$ cat src/rtl/ahb_apb_ctrl.sv
// AHB-to-APB bridge: decodes AHB transfers into three APB slave selects and
// sequences each one as a single setup cycle followed by a single access cycle.
//
// state        | meaning
// ST_IDLE      | no transfer pending, bus ready
// ST_WWAIT     | write address taken, waiting for its data phase
// ST_READ      | APB read setup cycle
// ST_WRITE     | APB write setup, nothing queued behind it
// ST_WRITEP    | APB write setup, another transfer already accepted
// ST_RENABLE   | APB read access cycle
// ST_WENABLE   | APB write access cycle, nothing queued
// ST_WENABLEP  | APB write access cycle, queued transfer waiting in the pipeline
module ahb_apb_ctrl (
    input  logic        clock,
    input  logic        Hresetn,
    input  logic        Hwrite,
    input  logic        Hreadyin,
    input  logic [1:0]  Htrans,
    input  logic [31:0] Haddr,
    input  logic [31:0] Hwdata,
    input  logic [31:0] Prdata,
    output logic        Hreadyout,
    output logic [31:0] Hrdata,
    output logic [1:0]  Hresp,
    output logic [2:0]  Pselx,
    output logic [31:0] Paddr,
    output logic [31:0] Pwdata,
    output logic        Pwrite,
    output logic        Penable
);

    typedef enum logic [2:0] {
        ST_IDLE,
        ST_WWAIT,
        ST_READ,
        ST_WRITE,
        ST_WRITEP,
        ST_RENABLE,
        ST_WENABLE,
        ST_WENABLEP
    } state_t;

    localparam logic [1:0] TR_NONSEQ = 2'b10;
    localparam logic [1:0] TR_SEQ    = 2'b11;

    state_t      state;
    state_t      state_nxt;
    logic [31:0] Haddr1;
    logic [31:0] Haddr2;
    logic [31:0] Hwdata1;
    logic        Hwrite_reg;
    logic [2:0]  sel;
    logic        valid;

    // Each slave owns a 64 MB window starting at 0x8000_0000.
    function automatic logic [2:0] decode(input logic [31:0] addr);
        logic [2:0] s;
        case (addr[31:26])
            6'b100000: s = 3'b001;
            6'b100001: s = 3'b010;
            6'b100010: s = 3'b100;
            default:   s = 3'b000;
        endcase
        return s;
    endfunction

    assign sel    = decode(Haddr);
    assign valid  = Hreadyin && ((Htrans == TR_NONSEQ) || (Htrans == TR_SEQ)) && (sel != 3'b000);
    assign Hrdata = Prdata;
    assign Hresp  = 2'b00;

    always_comb begin
        state_nxt = state;
        case (state)
            ST_IDLE, ST_RENABLE, ST_WENABLE: begin
                if (valid && Hwrite)
                    state_nxt = ST_WWAIT;
                else if (valid)
                    state_nxt = ST_READ;
                else
                    state_nxt = ST_IDLE;
            end
            ST_WWAIT:    state_nxt = valid ? ST_WRITEP : ST_WRITE;
            ST_READ:     state_nxt = ST_RENABLE;
            ST_WRITEP:   state_nxt = ST_WENABLEP;
            ST_WRITE:    state_nxt = valid ? ST_WENABLEP : ST_WENABLE;
            ST_WENABLEP: begin
                if (!Hwrite_reg)
                    state_nxt = ST_READ;
                else if (valid)
                    state_nxt = ST_WRITEP;
                else
                    state_nxt = ST_WRITE;
            end
            default:     state_nxt = ST_IDLE;
        endcase
    end

    always_ff @(posedge clock or negedge Hresetn) begin
        if (!Hresetn) begin
            state      <= ST_IDLE;
            Haddr1     <= '0;
            Haddr2     <= '0;
            Hwdata1    <= '0;
            Hwrite_reg <= 1'b0;
            Pselx      <= 3'b000;
            Paddr      <= '0;
            Pwdata     <= '0;
            Pwrite     <= 1'b0;
            Penable    <= 1'b0;
            Hreadyout  <= 1'b1;
        end else begin
            state      <= state_nxt;
            Haddr1     <= Haddr;
            Haddr2     <= Haddr1;
            Hwdata1    <= Hwdata;
            Hwrite_reg <= Hwrite;
            case (state_nxt)
                ST_READ: begin
                    Paddr     <= Haddr;
                    Pselx     <= sel;
                    Pwrite    <= 1'b0;
                    Penable   <= 1'b0;
                    Hreadyout <= 1'b0;
                end
                ST_WRITE, ST_WRITEP: begin
                    // A queued write has slipped one stage further down the pipeline.
                    if (state == ST_WENABLEP) begin
                        Paddr  <= Haddr2;
                        Pselx  <= decode(Haddr2);
                        Pwdata <= Hwdata1;
                    end else begin
                        Paddr  <= Haddr1;
                        Pselx  <= decode(Haddr1);
                        Pwdata <= Hwdata;
                    end
                    Pwrite    <= 1'b1;
                    Penable   <= 1'b0;
                    Hreadyout <= 1'b0;
                end
                ST_RENABLE, ST_WENABLE, ST_WENABLEP: begin
                    Penable   <= 1'b1;
                    Hreadyout <= 1'b1;
                end
                default: begin
                    Pselx     <= 3'b000;
                    Penable   <= 1'b0;
                    Hreadyout <= 1'b1;
                end
            endcase
        end
    end

endmodule

$ cat config.mk
export PLATFORM = sky130hd
export DESIGN_NAME = ahb_apb_ctrl
export DESIGN_NICKNAME = d
export VERILOG_FILES = /design/src/rtl/ahb_apb_ctrl.sv
export SDC_FILE = /design/constraint.sdc
export NUM_CORES = 1
export LEC_CHECK = 0
export CELL_PAD_IN_SITES_DETAIL_PLACEMENT = 0
export CELL_PAD_IN_SITES_GLOBAL_PLACEMENT = 1
export CORE_ASPECT_RATIO = 1.75
export CORE_MARGIN = 2
export CORE_UTILIZATION = 25
export DETAILED_ROUTE_END_ITERATION = 7
export PLACE_DENSITY = 0.65
export SLEW_MARGIN = 10
export SYNTH_ARGS = -nofsm -noshare
export SYNTH_HDL_FRONTEND = slang
export SYNTH_SLANG_ARGS = --single-unit
$ cat constraint.sdc
create_clock -name clock -period 5.1 [get_ports clock]
set_input_delay 0.51 -clock clock [delete_from_list [all_inputs] [get_ports clock]]
set_output_delay 0.51 -clock clock [all_outputs]
set_load 0.01 [all_outputs]
======== Word level (Yosys, flattened, before mapping) ========
Index checks and enable logic that the tools add are counted.
operators by class
  equal/unequal tests ..................... 24
  multiplexer cells ....................... 17
  reduce and logical (&&, ||, !) cells .... 11
operators by type and width
  kind                                                              number
  32-bit 2-to-1 mux                                                 2
  32-bit case mux with 2 select lines                               1
  6-bit == test (second input constant)                             9
  3-bit case mux with 3 select lines                                4
  3-bit == test (second input constant)                             8
  3-bit case mux with 6 select lines                                1
  3-bit by 2-bit == test with 1-bit output (second input constant)  4
  3-bit 2-to-1 mux                                                  3
  3-bit OR reduction                                                3
  2-bit == test (second input constant)                             2
  2-bit 2-to-1 mux                                                  2
  3-bit by 1-bit == test with 1-bit output (second input constant)  1
  1-bit logical AND                                                 3
  3-bit zero test                                                   1
  1-bit 2-to-1 mux                                                  3
  3-bit nonzero test                                                1
  1-bit case mux with 2 select lines                                1
  2-bit nonzero test                                                1
  2-bit OR reduction                                                1
  1-bit logical OR                                                  1
word-level totals
  register bits after elaboration ......... 170
  output and inout bits ................... 104
  word-level logic and storage cells ...... 63

======== Depth between registers and ports, before layout ========
  depth after elaboration ................. 10
  mapped depth ............................ 8

======== Least setup slack after synthesis ========
Ideal clock, no wire load.
  path type ............................... input -> register
  start point ............................. in Haddr[28]
  end point ............................... reg Paddr[28]
  setup time .............................. 0.127 ns
  arrival time ............................ 2.304 ns
  required time ........................... 4.973 ns
  path slack .............................. 2.669 ns
  stages on the path ...................... 6
  path buffers ............................ 1
  cells stage by stage .................... or4b_4 > a211oi_4 > nand2b_2 > a21o_1 > buf_2 > a221o_2
on the way
  cells in the longest elaborated chain, start to end .. 10
ends and longest elaborated chain
  what                                                                       line    source
  start: declaration                                                         19      input logic [31:0] Haddr,
  6-bit == test                                                              58      case (addr[31:26])
  3-bit case mux with 3 select lines                                         58
  3-bit nonzero test                                                         68      assign valid = Hreadyin && ((Htrans == TR_NONSEQ) || (Htrans == TR_SEQ)) && (sel != 3'b000);
  1-bit logical AND                                                          68
  3-bit 2-to-1 mux (tied with other cells)                                   83, 90
  3-bit 2-to-1 mux or 2-bit 2-to-1 mux (tied branches)                       88, 76
  3-bit case mux with 6 select lines                                         74      case (state)
  3-bit by 2-bit == test with 1-bit output or 3-bit == test (tied branches)  118     case (state_nxt)
  2-bit OR reduction                                                         118
  32-bit case mux with 2 select lines or 2-bit nonzero test (tied branches)  -
  end signal: assignment                                                     120     Paddr <= Haddr;
  end signal: assignment                                                     129     Paddr <= Haddr2;
  end signal: assignment                                                     133     Paddr <= Haddr1;
  end: declaration                                                           26      output logic [31:0] Paddr,
Parallel ways exist; a longest one is shown, timed or not.
A chain may end at the register's enable or synchronous reset.

======== Worst setup path in the final report ========
  start point ............................. in Haddr[31]
  end point ............................... reg Paddr[12]
on the way
  cells in the longest elaborated chain, start to end .. 10
ends and longest elaborated chain
  what                                                                       line
  6-bit == test                                                              58
  3-bit case mux with 3 select lines *                                       58
  3-bit nonzero test *                                                       68
  1-bit logical AND *                                                        68
  3-bit 2-to-1 mux (tied with other cells)                                   83, 90
  3-bit 2-to-1 mux or 2-bit 2-to-1 mux (tied branches)                       88, 76
  3-bit case mux with 6 select lines *                                       74
  3-bit by 2-bit == test with 1-bit output or 3-bit == test (tied branches)  118
  2-bit OR reduction                                                         118
  32-bit case mux with 2 select lines or 2-bit nonzero test (tied branches)  -
Every way passes the cells marked *; elsewhere a longest branch is shown, timed or not.

==> results.sh <==
export IMPL_ys_ff_latch=170
export IMPL_grt_max_degree=91
export IMPL_final_period_utilization_pct=59.6
export IMPL_max_clock_path_buffers=2
export IMPL_port_buffers=138
export IMPL_postRouteAntennaNets=0
export IMPL_route_detailed_vias_per_inst=4.48
export IMPL_antenna_diode_count=0
export IMPL_outcome="finished, final reports clean"
export IMPL_tns_ns=0
export IMPL_synth_top_cell_area_share_pct=65.2
export IMPL_final_stage_net_count=735
export IMPL_crit_type="input pin to flop"
export IMPL_powerDensity_nw_per_um2=579
export IMPL_postCtsHoldBufs=0
export IMPL_route_vias_total=4328
export IMPL_initial_utilization_pct=25.2
export IMPL_finish_cell_count_without_fillers=966
export IMPL_number_of_standard_cells_after_synthesis=535
export IMPL_gpl_final_weighted_congestion=0.750
export IMPL_die_area_um2=27300
export IMPL_worst_path_max_delay_cell="sky130_fd_sc_hd__clkdlybuf4s50_1"
export IMPL_clock_tree_htree_level_count=4
export IMPL_area_delta_synth_final_pct=33.3
export IMPL_period_needed_ns=3.04
export IMPL_cts_buffers=17
export IMPL_io_pins=206
export IMPL_path_max_fanout=24
export IMPL_drive_above_1_share_pct=8.36
export IMPL_endpoint_kind="flop"
export IMPL_synth_yosys_seq_area_share_pct=65.6
export IMPL_post_synth_instance_area_um2=6490
export IMPL_dpl_hpwl_um=10400
export IMPL_vias_in_the_first_global_route=4694
export IMPL_synthTopCellsByArea="sky130_fd_sc_hd__dfrtp_1 (65%), sky130_fd_sc_hd__mux2i_1 (5.9%), sky130_fd_sc_hd__nand2_1 (5.8%)"
export IMPL_timing_critical_path_arrival_ns=3.36
export IMPL_worstPathBufferInverterCount=2
export IMPL_detailedRoute_firstIterationViolations=171
export IMPL_worst_pin_slew_ns=1.04
export IMPL_worst_clock_skew_ns=0.00599
export IMPL_timing_hold_violations_final=0
export IMPL_synth_cell_type_count=46
export IMPL_synth_largest_area_cell="sky130_fd_sc_hd__dfrtp_1"
export IMPL_initial_antenna_violation_count=0
export IMPL_cts_num_sinks=170
export IMPL_placeableCoreArea_um2=25800
export IMPL_critical_path_top_delay_family="compound AO/OA/AOI/OAI gates"
export IMPL_worstSkewPairLatency_ns=0.44
export IMPL_timing_critical_path_slowest_cell_delay_ns=0.56
export IMPL_fp_row_count=78
export IMPL_maxSlewHeadroom_pct=30.4
export IMPL_finalMaxSlewViolations=0
export IMPL_hold_path_class="input pin to async pin"
export IMPL_setup_repair_after_global_routing_missed_its_margin="false"
export IMPL_drt_first_pass_iters=4
export IMPL_die_w_um=126
export IMPL_critical_path_startpoint_type="input pin"
export IMPL_drc=0
export IMPL_grt_util_all_layers_pct=12.4
export IMPL_power_static_leakage_nw=3.60
export IMPL_yosys_warnings=0
export IMPL_ir_worst_vdd_uv=212
export IMPL_worstPathCellList="clkdlybuf4s50_1, or4b_4, a211oi_4, nand2b_2, a21o_1, buf_4, a221o_1"
export IMPL_cts_reportedPaths_clkPinSlew_ns=0.07
export IMPL_die_y_um=217
export IMPL_max_cap_violations=0
export IMPL_root_buffer="sky130_fd_sc_hd__clkbuf_16"
export IMPL_route_detailed_wl_per_inst_um=16.6
export IMPL_postCtsSetupBuffers=0
export IMPL_clock_tree_from_tritoncts="done"
export IMPL_setup_viol=0
export IMPL_fillCellCount=2581
export IMPL_wl_um=16000
export IMPL_fmax_mhz=329
export IMPL_cts_repair_resize_count=0
export IMPL_grt_pass1_wl_um=26000
export IMPL_number_of_cells_in_the_design_after_placement=934
export IMPL_synthesis_area_per_instance_um2=12.1
export IMPL_worst_endpoint_required_ns=5.42
export IMPL_overflow=0
## report_power, final
part,switching (mW),internal [mW],total [mW]
logic,0.808,0.852,1.66
clock network,0.567,0.902,1.47
registers,0.216,1.66,1.88
total,1.59,3.42,5.01
## layer usage
| metal | wire length (um) | track usage, % | share of wire (%) |
|---|---|---|---|
| met4 | 579 | 6.74 | 3.6 |
| met3 | 868 | 3.96 | 5.4 |
| met1 | 6340 | 13.8 | 40 |
| met5 | 0 | 0 | 0 |
| met2 | 8250 | 21.0 | 51 |
## cell type report
type,instances,area (um2),share of cell area (%)
inverters,5,18.8,0.217
repair buffers,143,1430,16.6
clock buffers,19,453,5.24
well taps,320,400,4.63
clock inverters,13,211,2.45
flip-flops and latches,170,4260,49.2
multi-input cells,296,1880,21.7
## logic make-up after synthesis
group                     after synthesis  synth area share, %
and+or+nand+nor                       130                 8.56
muxes                                  40                 6.25
AOI/OAI and AO/OA                     122                 13.1
other                                   1               0.0578
buffers and inverters                  70                 6.15
xor gates and xnor gates                2                0.270
DFF                                   170                 65.6
## Yosys cell counts, drive strengths merged
cell	instances
a211o	1
a211oi	2
a21o	1
a21oi	36
a221o	32
a311oi	1
a32oi	2
and2	1
and3	2
and4	1
buf	48
clkbuf	17
conb	1
dfrtp	169
dfstp	1
inv	5
mux2	1
mux2i	39
nand2	101
nand2b	2
nand3	3
nand3b	1
nor2	8
nor2b	1
nor3	3
nor3b	1
nor4	1
o211ai	1
o21a	1
o21ai	38
o21bai	1
o221ai	1
o22a	1
o22ai	3
o2bb2ai	1
or3	2
or4b	3
xnor2	2
## per-stage QoR
stage / total power [mW] / area, um2 / util [%] / hold WS (ns) / setup WS (ns)
2_1_floorplan: 2.76 / 6490 / - / 0.214 / 2.67
3_3_place_gp: 3.59 / 7980 / 31.0 / 0.356 / 1.59
3_5_place_dp: 3.61 / 7980 / 31.0 / 0.358 / 1.56
4_1_cts: 5.11 / 8650 / 33.6 / 0.105 / 2.06
5_1_grt: 5.33 / 8650 / 33.6 / 0.142 / 1.96
6_report: 5.01 / 8650 / 33.6 / 0.0954 / 2.06
## cells in the final DEF (no fill, tap or decap), drive strengths merged, types with 2 or more instances in the layout
cell	count
conb	2
nand3	3
inv	10
bufinv	5
nand2b	2
mux2i	39
nand2	101
a21oi	36
o22ai	3
a221o	32
a32oi	2
or3	2
or4b	3
dfrtp	169
clkinv	2
xnor2	2
a211oi	2
o21ai	38
clkdlybuf4s50	137
buf	6
clkbuf	19
nor3	3
and3	2
nor2	8
## path summary, 6_finish.rpt
check / startpoint / endpoint / slack, ns / cells after the start
min in group clock: Haddr1[25] / Haddr2[25] / 0.37 / 0
max: Haddr[31] / Paddr[12] / 2.06 / 7
min: Hresetn / Hwdata1[25] / 0.1 / 1
min reg2reg: Haddr1[25] / Haddr2[25] / 0.37 / 0
max in group asynchronous: Hresetn / Paddr[31] / 4.03 / 2
max reg2reg: state[0] / Pselx[1] / 2.36 / 5
Power figures use the tool's default switching activity.
==> RTL edit (same settings) <==
Take the reset off `Haddr2` and load it in a clocked block of its own.
--- a/src/rtl/ahb_apb_ctrl.sv
+++ b/src/rtl/ahb_apb_ctrl.sv
@@ -102,3 +102,2 @@
             Haddr1     <= '0;
-            Haddr2     <= '0;
             Hwdata1    <= '0;
@@ -114,3 +113,2 @@
             Haddr1     <= Haddr;
-            Haddr2     <= Haddr1;
             Hwdata1    <= Hwdata;
@@ -153,2 +151,6 @@
 
+    always_ff @(posedge clock) begin
+        Haddr2 <= Haddr1;
+    end
+
 endmodule
Behaviour: no difference found for any inputs over 4 cycles, from zero or initial values and one cycle with Hresetn low; that may be too few to reach the edited logic, so the function may still have changed.
==> RTL edit against the unedited design <==
Register-to-register slack better by 290 ps. Setup slack better by 76 ps. Count of clock-buffer cells in the layout up 3. Critical path depth is the same. Area after synthesis down 2.5%. Hold slack gained 87 ps. Power is 4.6% lower. Sequential cell count unchanged. Final area fell by 3.2%. Clock skew increased by 5.6 ps. Wire length down 4.1%. Critical path type unchanged. Critical endpoint is now Paddr[9]. Highest routed layer unchanged.
==> RTL edit: results (changes against the unedited design) <==
[synth]
yosys-top-cells-area = dfrtp_1, dfxtp_1, mux2i_1, nand2_1, a221o_1
ys_seq_area_frac = 0.647  ; -0.00871
synthDistinctLibCells = 47  ; +2.2%
synthTopCellsByCount = dfrtp_1, nand2_1, mux2i_1

[worst_setup_path]
arrival_ps = 3280  ; -80 ps
crit_fanout = 25  ; +4.2%

[routing]
drt_iter0_markers = 207  ; +21%
firstDrtPassIters = 5  ; +1
routedWlPerCell_um = 16.0  ; -3.7%
num_vias = 4261  ; -1.5%

[outcome]
status = complete, no violations

[global_routing]
grt_pass1_vias = 4561  ; -2.8%
grt_max_degree = 99  ; +8.8%
grt.total_usage = 0.122  ; -0.00185
grt_pass1_wl_mm = 25.4  ; -2.4%

[power_and_ir_drop]
leakagePower_nw = 3.45  ; -4.4%
p_sw_mw = 1.53  ; -3.6%
ir_worst_vdd_v = 0.000260  ; +23%

[placement]
hpwlAfterDp_mm = 9.90  ; -5.0%
gp_congestion = 0.704  ; -6.0%

[clock_tree]
cts_max_level = 4  ; unchanged
cts.root.buffer_cell = clkbuf_16

[sta]
worstMarginPinSlew_ps = 985  ; -58.5 ps
finalClockSkew_ps = 11.6  ; +5.65 ps

[layout]
fill_cells = 2513  ; -2.6%
drive_gt1_frac = 0.0759  ; -0.00774

## RTL edit: changes by cell type after synthesis
cell     before  now
dfrtp_1     169  137
dfxtp_1       0   32
## RTL edit: power by group through the flow
| stage | Sequential [mW] | Clock, mW | Combinational [mW] |
|---|---|---|---|
| final | 1.86 | 1.26 | 1.65 |
| after global routing | 1.92 | 1.38 | 1.82 |
| after CTS | 1.87 | 1.31 | 1.70 |
| after detailed placement | 1.89 | 0 | 1.70 |
| after global placement | 1.89 | 0 | 1.68 |
| after floorplan | 1.95 | 0 | 0.813 |
## RTL edit: logic make-up (layout without fill, tap and decap cells)
logic type | count (synthesis) | count (layout) | synth area share
flops | 170 | 170 | 0.647
simple gates | 130 | 130 | 0.0878
compound gates | 122 | 122 | 0.134
buf+inv | 70 | 180 | 0.0631
mux | 40 | 40 | 0.0641
xor+xnor | 2 | 2 | 0.00277
other cells | 1 | 2 | 0.000593
## RTL edit: layout make-up
cell class	count	share of cell area
Clock buffer	22	0.0543
Clock inverter	10	0.0139
Inverter	5	0.00224
Multi-Input combinational cell	296	0.223
Sequential cell	170	0.489
Tap cell	316	0.0472
Timing Repair Buffer	143	0.170
## RTL edit: per-layer routing
layer	part of all wire	track usage
met3	0.043	0.0289
met1	0.39	0.133
met2	0.54	0.219
met5	0	0
met4	0.025	0.0603
## RTL edit: worst paths after layout
path | startpoint | to | slack, ps | cells past startpoint
worst max-delay path | Haddr[31] | Paddr[9] | 2140 | 7
worst min register to register | Haddr1[3] | Haddr2[3] | 370 | 0
worst max register to register | state[2] | Paddr[31] | 2650 | 5
worst min-delay path | Hresetn | Hwdata1[24] | 180 | 1
min in group clock | Haddr1[3] | Haddr2[3] | 370 | 0
max in group asynchronous | Hresetn | Hreadyout | 3800 | 2
## RTL edit: through the flow
step                      worst slack, ps  instance area (um^2)  std cells  power (mW)  hold slack (ps)
after CTS                            2100                  8370        962        4.88              215
final                                2140                  8370        962        4.78              182
after global placement               1620                  7800        930        3.57              349
after global routing                 1990                  8370        962        5.12              251
after floorplan                      2670                  6330        536        2.76              214
after detailed placement             1640                  7800        930        3.59              353
## RTL edit: worst max-delay path: stages
cell,delay [ps]
clkdlybuf4s50_1,570
or4b_4,540
a211oi_4,390
nand2b_2,190
a21o_1,370
buf_4,310
a221o_1,390
